$ cat config.mk
export PLATFORM = sky130hd
export DESIGN_NAME = mtr_ctl_seq
export DESIGN_NICKNAME = d
export VERILOG_FILES = /design/src/rtl/mtr_ctl_seq.sv
export SDC_FILE = /design/constraint.sdc
export NUM_CORES = 1
export LEC_CHECK = 0
export ABC_AREA = 0
export CAP_MARGIN = 10
export CORE_UTILIZATION = 38
export CTS_BUF_LIST = sky130_fd_sc_hd__clkbuf_8
export DETAILED_ROUTE_END_ITERATION = 6
export PLACE_DENSITY = 0.83
export REMOVE_ABC_BUFFERS = 1
export SLEW_MARGIN = 20
export SYNTH_ARGS = -nofsm -noshare
export SYNTH_HDL_FRONTEND = slang
export SYNTH_SLANG_ARGS = --single-unit
export TNS_END_PERCENT = 20
$ cat constraint.sdc
create_clock -name clk -period 1.3 [get_ports clk]
set_input_delay 0.26 -clock clk [delete_from_list [all_inputs] [get_ports clk]]
set_output_delay 0.26 -clock clk [all_outputs]
set_load 0.01 [all_outputs]
$ cat src/rtl/mtr_ctl_seq.sv
// mtr_ctl_seq: EBOX-side sequencer for the M8538 meter board.
// Host requests become SPEC MTR CTL / READ MTR sequences. Meter interrupts
// are serviced locally by a DS=7 vector read.
//
// Bit numbering follows the KL10 convention on the bus-facing fields:
//   REQ_OP bit 0 (command/read select) is the MSB, i.e. REQ_OP[3] here,
//   and REQ_OP[1:3] maps to REQ_OP[2:0].
//   EBUS[18] is bit 17 of the 18-bit vectors and EBUS[35] is bit 0, so
//   EBUS[20] is bit 15 and EBUS[21:22] are bits 14:13.
module mtr_ctl_seq #(
  parameter int SETUP_CYC = 1,
  parameter int READ_LAT  = 2
) (
  input  logic        clk,
  input  logic        RESET,
  input  logic        REQ,
  input  logic [3:0]  REQ_OP,
  input  logic [17:0] REQ_DATA,
  output logic        READY,
  output logic        DONE,
  output logic [17:0] RD_DATA,
  input  logic        EBOX_SYNC,
  output logic        SPEC_MTR_CTL,
  output logic [2:0]  MAGIC,
  output logic [2:0]  DIAG,
  output logic        READ_MTR,
  output logic        EBUS_DRIVE,
  output logic [17:0] EBUS_OUT,
  input  logic [17:0] EBUS_IN,
  input  logic        MTR_INTERRUPT_REQ,
  input  logic        INTR_EN,
  output logic        VEC_VALID,
  output logic        VEC_REQ,
  output logic [1:0]  VEC_SEL
);

  // A zero parameter still needs one cycle of setup / read settling.
  localparam int SETUP_N = (SETUP_CYC < 1) ? 1 : SETUP_CYC;
  localparam int READ_N  = (READ_LAT  < 1) ? 1 : READ_LAT;
  localparam int CNT_MAX = (SETUP_N > READ_N) ? SETUP_N : READ_N;
  localparam int CNT_W   = (CNT_MAX < 2) ? 1 : $clog2(CNT_MAX);

  localparam logic [CNT_W-1:0] SETUP_LAST = CNT_W'(SETUP_N - 1);
  localparam logic [CNT_W-1:0] READ_LAST  = CNT_W'(READ_N - 1);

  // Vector reads always use diagnostic select 7.
  localparam logic [2:0] DS_VECTOR = 3'd7;

  typedef enum logic [2:0] {
    S_IDLE,
    S_SETUP,
    S_WAITSYNC,
    S_HOLD,
    S_SETTLE,
    S_CAPTURE
  } state_t;

  state_t           state_q, state_d;
  logic [CNT_W-1:0] cnt_q, cnt_d;
  logic [2:0]       magic_q, magic_d;
  logic [2:0]       diag_q, diag_d;
  logic [17:0]      ebus_q, ebus_d;
  logic [17:0]      rd_q, rd_d;
  logic             vec_op_q, vec_op_d;
  logic             done_q, done_d;
  logic             vvalid_q, vvalid_d;
  logic             vreq_q, vreq_d;
  logic [1:0]       vsel_q, vsel_d;

  // EBUS[18:19] carry nothing the meter returns that we keep.
  logic unused_ebus_hi;
  assign unused_ebus_hi = ^EBUS_IN[17:16];

  // State register and all latched fields; reset aborts any operation.
  always_ff @(posedge clk) begin
    if (RESET) begin
      state_q  <= S_IDLE;
      cnt_q    <= '0;
      magic_q  <= '0;
      diag_q   <= '0;
      ebus_q   <= '0;
      rd_q     <= '0;
      vec_op_q <= 1'b0;
      done_q   <= 1'b0;
      vvalid_q <= 1'b0;
      vreq_q   <= 1'b0;
      vsel_q   <= '0;
    end else begin
      state_q  <= state_d;
      cnt_q    <= cnt_d;
      magic_q  <= magic_d;
      diag_q   <= diag_d;
      ebus_q   <= ebus_d;
      rd_q     <= rd_d;
      vec_op_q <= vec_op_d;
      done_q   <= done_d;
      vvalid_q <= vvalid_d;
      vreq_q   <= vreq_d;
      vsel_q   <= vsel_d;
    end
  end

  // Next-state logic: request/interrupt arbitration, phase timing, capture.
  always_comb begin
    state_d  = state_q;
    cnt_d    = cnt_q;
    magic_d  = magic_q;
    diag_d   = diag_q;
    ebus_d   = ebus_q;
    rd_d     = rd_q;
    vec_op_d = vec_op_q;
    done_d   = 1'b0;
    vvalid_d = 1'b0;
    vreq_d   = vreq_q;
    vsel_d   = vsel_q;

    case (state_q)
      S_IDLE: begin
        // Host requests win over a pending interrupt; the interrupt is
        // looked at again on every idle cycle, including completion cycles.
        if (REQ) begin
          cnt_d = '0;
          if (REQ_OP[3]) begin
            magic_d = REQ_OP[2:0];
            ebus_d  = REQ_DATA;
            state_d = S_SETUP;
          end else begin
            diag_d   = REQ_OP[2:0];
            vec_op_d = 1'b0;
            state_d  = S_SETTLE;
          end
        end else if (INTR_EN && MTR_INTERRUPT_REQ) begin
          cnt_d    = '0;
          diag_d   = DS_VECTOR;
          vec_op_d = 1'b1;
          state_d  = S_SETTLE;
        end
      end

      S_SETUP: begin
        if (cnt_q == SETUP_LAST) begin
          cnt_d   = '0;
          state_d = S_WAITSYNC;
        end else begin
          cnt_d = cnt_q + 1'b1;
        end
      end

      // The strobe itself is combinational; leave on the first sync cycle
      // so exactly one strobe cycle is produced.
      S_WAITSYNC: begin
        if (EBOX_SYNC) state_d = S_HOLD;
      end

      S_HOLD: begin
        done_d  = 1'b1;
        state_d = S_IDLE;
      end

      S_SETTLE: begin
        if (cnt_q == READ_LAST) begin
          cnt_d   = '0;
          state_d = S_CAPTURE;
        end else begin
          cnt_d = cnt_q + 1'b1;
        end
      end

      S_CAPTURE: begin
        if (vec_op_q) begin
          vreq_d   = EBUS_IN[15];
          vsel_d   = EBUS_IN[14:13];
          vvalid_d = 1'b1;
        end else begin
          rd_d   = {2'b00, EBUS_IN[15:0]};
          done_d = 1'b1;
        end
        state_d = S_IDLE;
      end

      default: state_d = S_IDLE;
    endcase
  end

  // Phase-decoded bus controls; write data is only visible while driven.
  always_comb begin
    READY        = (state_q == S_IDLE);
    EBUS_DRIVE   = (state_q == S_SETUP) || (state_q == S_WAITSYNC) ||
                   (state_q == S_HOLD);
    READ_MTR     = (state_q == S_SETTLE) || (state_q == S_CAPTURE);
    SPEC_MTR_CTL = (state_q == S_WAITSYNC) && EBOX_SYNC;
    EBUS_OUT     = EBUS_DRIVE ? ebus_q : '0;
  end

  assign DONE      = done_q;
  assign VEC_VALID = vvalid_q;
  assign RD_DATA   = rd_q;
  assign MAGIC     = magic_q;
  assign DIAG      = diag_q;
  assign VEC_REQ   = vreq_q;
  assign VEC_SEL   = vsel_q;

endmodule
== After elaboration in Yosys (flattened, before gate mapping) ==
Cells that the tools add are included.

* Register bits after elaboration: 50
* Output and inout bits: 51

* Add/sub/neg operators: 1
* Equality and inequality tests: 10
* Muxes and demuxes: 22
* Bitwise gates (word level): 2
* Reduce and logical (&&, ||, !) cells: 15

{| class="wikitable"
|+ Operators by type and width
! cell !! count
|-
| 2-to-1 mux 3 bit || 9
|-
| 2-to-1 mux 18 bit || 1
|-
| case mux 3 bit (4 select lines) || 1
|-
| 2-to-1 mux 1 bit || 9
|-
| != test 2 bit, second input constant || 4
|-
| equality test 3 x 2 -> 1 bit, second input constant || 2
|-
| equality test 3 bit, second input constant || 2
|-
| AND reduction 2 bit || 3
|-
| AND reduction 3 bit || 2
|-
| AND reduction 4 bit || 1
|-
| equality test 3 x 1 -> 1 bit, second input constant || 1
|-
| logical NOT 3 bit || 1
|-
| logical OR 1 bit || 3
|-
| != test 3 x 2 -> 1 bit, second input constant || 1
|-
| case mux 1 bit (3 select lines) || 1
|-
| nonzero test 3 bit || 1
|-
| logical AND 1 bit || 2
|-
| NOT 1 bit || 2
|-
| case mux 1 bit (2 select lines) || 1
|-
| nonzero test 2 bit || 1
|-
| OR reduction 2 bit || 1
|-
| adder 1 bit, second input constant || 1
|}

== Longest topological paths before layout ==
Gate-level depths: netlist of run 1.

* Depth in word-level cells: 4
* Depth in mapped cells: 6
* Depth with buffers taken out: 5

== Worst setup path after synthesis of run 1 ==
No wires, ideal clock.

* Path kind: register -> output
* Start: register state_q[0]
* End: output port EBUS_OUT[10]
* Arrival time: 1.240 ns
* Required time: 1.040 ns
* Slack: -0.200 ns
* Stages on the path, launching flop included: 6
* Path buffers: 2
* Cells stage by stage: dfxtp_1 > buf_2 > nor2_1 > nor2_1 > buf_2 > and2_1

* Cells in the longest elaborated chain, start to end: 4
* Elaborated cells between the ends (all ways): 6

{| class="wikitable"
|+ RTL lines
! item !! line !! source
|-
| start, declared || 58 || <nowiki>state_t state_q, state_d;</nowiki>
|-
| start signal, assigned || 89 || <nowiki>state_q <= state_d;</nowiki>
|-
| equality test 3 x 1 -> 1 bit / equality test 3 x 2 -> 1 bit (equally long branches) || 188 || <nowiki>EBUS_DRIVE = (state_q == S_SETUP) || (state_q == S_WAITSYNC) ||</nowiki>
|-
| logical OR 1 bit || 188 ||
|-
| logical OR 1 bit (*) || 188 ||
|-
| net EBUS_DRIVE || 27 || <nowiki>output logic EBUS_DRIVE,</nowiki>
|-
| 2-to-1 mux 18 bit (*) || 192 || <nowiki>EBUS_OUT = EBUS_DRIVE ? ebus_q : '0;</nowiki>
|-
| end, declared || 28 || <nowiki>output logic [17:0] EBUS_OUT,</nowiki>
|}

Mark *: on every way through the listed nets, which the timed path passes. The rest lies on a longest branch.

== Worst setup path after layout of run 1 ==
* Start: register state_q[1]
* End: output port EBUS_OUT[4]

* Cells in the longest elaborated chain, start to end: 4
* Elaborated cells between the ends (all ways): 6

{| class="wikitable"
|+ RTL lines
! item !! line
|-
| equality test 3 x 1 -> 1 bit / equality test 3 x 2 -> 1 bit (equally long branches) || 188
|-
| logical OR 1 bit || 188
|-
| logical OR 1 bit (*) || 188
|-
| 2-to-1 mux 18 bit (*) || 192
|}

Every way passes the cells marked *; elsewhere a longest branch is shown, timed or not.

==> metrics.txt, run 1 <==
RSZ-0062 raised after global routing yes; Tot GR Track Use 0.191; combinational fraction of design power 0.504; worst-case reg-to-reg path depth 7; RePlAce Congestion 0.797; clock skew 0.00245 ns; Slew headroom 0.648; Seq pwr share 0.321; outcome complete, but fails checks; worst skew pair latency 0.29 ns; synthesized flop and latch total 50; Final ANT Viol Nets 0; Switch Pwr 1960 uW; most common cell in the netlist nand2_1; vias 2115; synthesized area per cell 7.95 sq um; largest net degree at the start of global routing 31; Routed WL 5640 um; CTS Buffer Depth 2; Worst Setup Start Kind flip-flop; worst-margin pin slew 0.515 ns; Unique masters post-synth 33; Setup CP Type flip-flop to output port; share of post-route cells with drive strength above 1 0.255; switching share of power 0.331; final worst slack -0.333 ns; Clk pwr share 0.175; clock transition at the registers of the reported paths 0.09 ns; Critical Path RT 1.04 ns; 1st-pass router iterations 4; yosys warns 0; power per cell area 1690 nW/um^2; hold path depth 4; crit-path max FO 4; # H-tree levels 2; vias per cell 4.70; area of the mapped netlist 2070 sq um; final core utilization 0.678; Gate Count Post-Synth 260; fin nets 425; wire per inst 12.5 um; die area 5740 sq um; CTS tree done; Arrival @ worst endpoint 1.37 ns; antenna violations before repair 0; Horiz. Die Dim 75.8 um; global-route wire length before repair 8420 um; total power 5930 uW; I/O Pins 97; Most used DFF post-synth dfxtp_1; top cells by area, synth dfxtp_1 (48%), nand2_1 (14%), a21oi_1 (9.9%), and2_1 (5.7%), nor2_1 (2.0%); Sink Count 50; Post-CTS Hold Buffers 0; Seq/Total Area, Yosys 0.484; CP Capture Type output port; Area growth, synth to finish 69.6%; Async SR Flop Fraction 0; Synth top area share 0.484; gr ovfl total 0; Final Max Tran Viols 0; failing checks setup timing; Inserted Clock Buffers 5; DRT iter0 DRCs 90; DPL Wire Length 3660 um; # DRC 0; Port-buffer cells 92; final hold slack 0.365 ns; CTS root buf clkbuf_8; maximum VDD drop 0.000939 V; core area 5170 sq um; number of flops mapped to enable cells by yosys 0; min Tclk post-route 1.63 ns; Initial Utilization 0.400; Period Utilization, post-route 1.26; max-cap viol count 0; post-synth top area cell dfxtp_1; most frequent cells after synthesis nand2_1 (76), dfxtp_1 (50), a21oi_1 (41); min-delay worst type input pin to flip-flop; die height 75.8 um; Int Pwr 3970 uW; Pleak 0.00154 uW; ant diodes 0; Rows 26; final setup TNS -14.35 ns; number of global-route vias before repair 1965; Hold Violations, Final 0; Max Clock Freq 613 MHz; fillers 436; final setup vio count 70
==> path summary, 6_finish.rpt <==
kind / startpoint / to / slack, ns
worst max-delay path: state_q[1] / EBUS_OUT[4] / -0.33
worst max register to register: state_q[0] / state_q[1] / -0.30
worst min register to register: RD_DATA[10] / RD_DATA[10] / 0.45
worst min-delay path: RESET / state_q[2] / 0.36
==> cell type report <==
| type | instances | area [sq um] | share of cell area |
|---|---|---|---|
| repair buffers | 130 | 1200 | 0.343 |
| multi-input cells | 187 | 1090 | 0.310 |
| flip-flops and latches | 50 | 1000 | 0.286 |
| well taps | 70 | 87.6 | 0.0250 |
| clock buffers | 5 | 68.8 | 0.0196 |
| clock inverters | 3 | 37.5 | 0.0107 |
| inverters | 5 | 18.8 | 0.00535 |
==> worst max-delay path, stage by stage, from the launching register on <==
cell	delay [ns]
dfxtp_2	0.34
nor2_2	0.11
nor2_2	0.05
buf_6	0.12
buf_6	0.11
buf_6	0.11
and2_4	0.12
buf_6	0.11
==> cells in the final DEF (no fill, tap or decap), types with 4 or more instances in the layout <==
cell | netlist | routed
nor3_1 | 5 | 4
buf_4 | 5 | 20
nor2_1 | 11 | 9
inv_1 | 4 | 6
nand2_1 | 76 | 75
dlygate4sd2_1 | 0 | 27
clkdlybuf4s50_1 | 0 | 42
mux2i_1 | 4 | 4
buf_2 | 5 | 15
clkbuf_8 | 0 | 5
a21oi_1 | 41 | 37
buf_6 | 0 | 21
dfxtp_1 | 50 | 47
and2_1 | 19 | 13
and2_4 | 0 | 6
==> power by group through the flow <==
stage	logic, uW	clock network (uW)	registers, uW
global route	3230	1120	1930
CTS	2710	1070	1890
global placement	2130	0	1910
detailed placement	2180	0	1920
finish	2990	1040	1900
floorplan	873	0	2000
==> flip-flops by register name, summed over array words and instances, names as in the netlist <==
name,cells
DIAG,3
DONE,1
MAGIC,3
RD_DATA,16
VEC_REQ,1
VEC_SEL,2
VEC_VALID,1
cnt_q,1
ebus_q,18
state_q,3
vec_op_q,1
==> stage by stage <==
step                      setup WS, ns  cell area, sq um  instances
after detailed placement        -0.611              3200        428
after CTS                       -0.355              3380        447
after global routing            -0.389              3510        450
final                           -0.333              3510        450
after global placement          -0.526              3200        428
after floorplan                 -0.418              1980        242
==> metal layers <==
metal | vias up | GRT usage | share of wire | wire length, um
met5 | - | 0 | 0 | 0
met2 | 74 | 0.342 | 0.51 | 2860
met3 | 4 | 0.0714 | 0.082 | 465
met1 | 956 | 0.219 | 0.40 | 2280
li1 | 1081 | - | - | -
met4 | 0 | 0.0309 | 0.0073 | 41
==> cell families after synthesis <==
kind of cell | Yosys count | synth area share
DFF | 50 | 0.484
and+or+nand+nor | 125 | 0.276
muxes | 6 | 0.0302
other | 1 | 0.00181
xor gates and xnor gates | 1 | 0.00424
AOI/OAI and AO/OA | 53 | 0.148
buffers and inverters | 24 | 0.0557
==> what timing repair did <==
action                     CTS  global route
cloned                       2             0
setup endpoints to repair   97            71
resized for setup          147            27
pin swaps                   11             7
setup buffers                9             3
No activity file was read; power rests on OpenSTA's default activity.
==> run 2: changes to the inputs <==
--- a/config.mk
+++ b/config.mk
@@ -12,7 +12,6 @@
 export DETAILED_ROUTE_END_ITERATION = 6
 export PLACE_DENSITY = 0.83
 export REMOVE_ABC_BUFFERS = 1
-export SLEW_MARGIN = 20
 export SYNTH_ARGS = -nofsm -noshare
 export SYNTH_HDL_FRONTEND = slang
 export SYNTH_SLANG_ARGS = --single-unit
==> results of run 2 <==
Same layout as run 1: the final DEF is identical, and so are final timing and power.
==> run 3: changes to the inputs <==
--- a/config.mk
+++ b/config.mk
@@ -7,7 +7,8 @@
 export LEC_CHECK = 0
 export ABC_AREA = 0
 export CAP_MARGIN = 10
-export CORE_UTILIZATION = 38
+export CORE_MARGIN = 8
+export CORE_UTILIZATION = 40
 export CTS_BUF_LIST = sky130_fd_sc_hd__clkbuf_8
 export DETAILED_ROUTE_END_ITERATION = 6
 export PLACE_DENSITY = 0.83
==> constraint.sdc (replaced) <==
create_clock -name clk -period 1.56 [get_ports clk]
set_input_delay 0.312 -clock clk [delete_from_list [all_inputs] [get_ports clk]]
set_output_delay 0.312 -clock clk [all_outputs]
set_load 0.01 [all_outputs]
==> run 3 against run 2 <==
  * The flow still finishes with violations (setup timing)
  * Via count is 0.57% higher
  * Final cell count fell by 0.89%
  * Routed wire length increased by 10%
  * Worst hold slack got worse by 0.078 ns
  * Critical path depth fell by 3
  * Power shrank 15%
  * Critical path type unchanged
  * Largest cell class unchanged
  * Largest power group unchanged
==> metrics.txt, run 3 (synthesis results as in run 1) <==
outcome complete, but fails checks; failing checks setup timing; Worst Setup Start Kind flip-flop; clock skew 0.00849 ns; power per cell area 1430 nW/um^2; ant diodes 0; Hold Violations, Final 0; Initial Utilization 0.410; CP Capture Type output port; worst-case reg-to-reg path depth 7; worst skew pair latency 0.30 ns; # DRC 0; die area 7730 sq um; CP max stage cell or3_4; WP buf/inv 3; Period Utilization, post-route 1.07; worst-margin pin slew 0.577 ns; RePlAce Congestion 0.797; DPL Wire Length 4360 um; CTS tree done; CP Depth 4; max-cap viol count 0; min Tclk post-route 1.67 ns; final worst slack -0.113 ns; final setup vio count 46; Horiz. Die Dim 87.9 um; CTS root buf clkbuf_8; Post-CTS Hold Buffers 0; I/O Pins 97; RSZ-0062 raised after global routing yes; 1st-pass router iterations 4; Arrival @ worst endpoint 1.36 ns; dpl cell area 3160 sq um; CP most frequent cell buf_6; Metal-1 WL 2440 um; global-route wire length before repair 9630 um; fin nets 421; Critical Path RT 1.25 ns; Max stage delay on crit path 0.40 ns; Slew headroom 0.605; core area 5040 sq um; vias 2127; Final ANT Viol Nets 0; hold path depth 2; Inserted Clock Buffers 5; number of flip-flops in the largest register 18; antenna violations before repair 0; wire per inst 13.9 um; worst path cell trace buf_6, or3_4, inv_4, buf_6; post-route cell area 3530 sq um; Port-buffer cells 92; largest net degree at the start of global routing 28; Tot GR Track Use 0.157; clock transition at the registers of the reported paths 0.09 ns; max layer used met4; most frequent cells in the layout nand2_1 (76), clkdlybuf4s50_1 (65), dfxtp_1 (47); Setup CP Type flip-flop to output port; crit-path max FO 2; Max Clock Freq 598 MHz; vias per cell 4.77; Sink Count 50; Rows 26; Area growth, synth to finish 70.7%; Top reg by flops ebus_q; # H-tree levels 2; Routed WL 6210 um; min-delay worst type input pin to flip-flop; maximum VDD drop 0.000725 V; Setup WS pre-CTS -0.387 ns; commonest non-fill, non-tap cell in the layout nand2_1; Final Max Tran Viols 0; fillers 392; die height 87.9 um; number of global-route vias before repair 2108; CP delay by family, top simple AND/OR/NAND/NOR gates; share of post-route cells with drive strength above 1 0.253; gr ovfl total 0; CTS Buffer Depth 2; DR WL met2 2930 um; metal3 WL 804 um; Pleak 0.00147 uW; DRT iter0 DRCs 57
[run 3: worst paths after layout]
path                                    to        from  slack (ns)
worst max-delay path                 READY  state_q[0]       -0.11
worst max register to register  state_q[1]  state_q[0]       -0.10
worst min register to register  RD_DATA[3]  RD_DATA[3]        0.46
worst min-delay path            ebus_q[12]       RESET        0.29
[run 3: per-stage QoR]
step,util,std cells,setup TNS (ns),power (uW),hold WS [ns]
6_report,0.700,446,-1.91,5060,0.287
4_1_cts,0.664,444,-1.67,4690,0.270
3_5_place_dp,0.626,426,-4.34,3370,0.442
3_3_place_gp,0.626,426,-3.77,3320,0.438
2_1_floorplan,-,242,-6.05,2400,0.381
5_1_grt,0.700,446,-4.35,5340,0.296
[run 3: layer usage]
layer  global-route usage  vias to the layer above
met2                0.257                       84
met3               0.0891                        4
met5                    0                        -
met4               0.0344                        0
li1                     -                     1076
met1                0.171                      963
[run 3: power breakdown]
part           internal (uW)  leakage, uW  switching [uW]
clock                    473    0.0000579             423
combinational           1430      0.00100            1130
sequential              1480     0.000408             130
total                   3380      0.00147            1690
[run 3: worst reg2reg max path, delay by kind of cell (launching register included)]
kind,cells,cell delay [ns]
compound gates,2,0.16
buf+inv,3,0.31
flops,1,0.37
mux,1,0.31
simple gates,1,0.40
[run 3: what timing repair did]
item | in CTS | in global routing
setup buffers | 8 | 3
pin swaps | 11 | 11
endpoints found under the setup margin | 24 | 72
resized for setup | 116 | 47
gates cloned | 2 | 0
[run 3: area by class of cell]
class / count / area, sq um / share of cell area
multi-input cells: 187 / 1070 / 0.304
inverters: 5 / 21.3 / 0.00602
well taps: 70 / 87.6 / 0.0248
flip-flops and latches: 50 / 1010 / 0.286
clock inverters: 3 / 40.0 / 0.0113
repair buffers: 126 / 1230 / 0.348
clock buffers: 5 / 68.8 / 0.0195
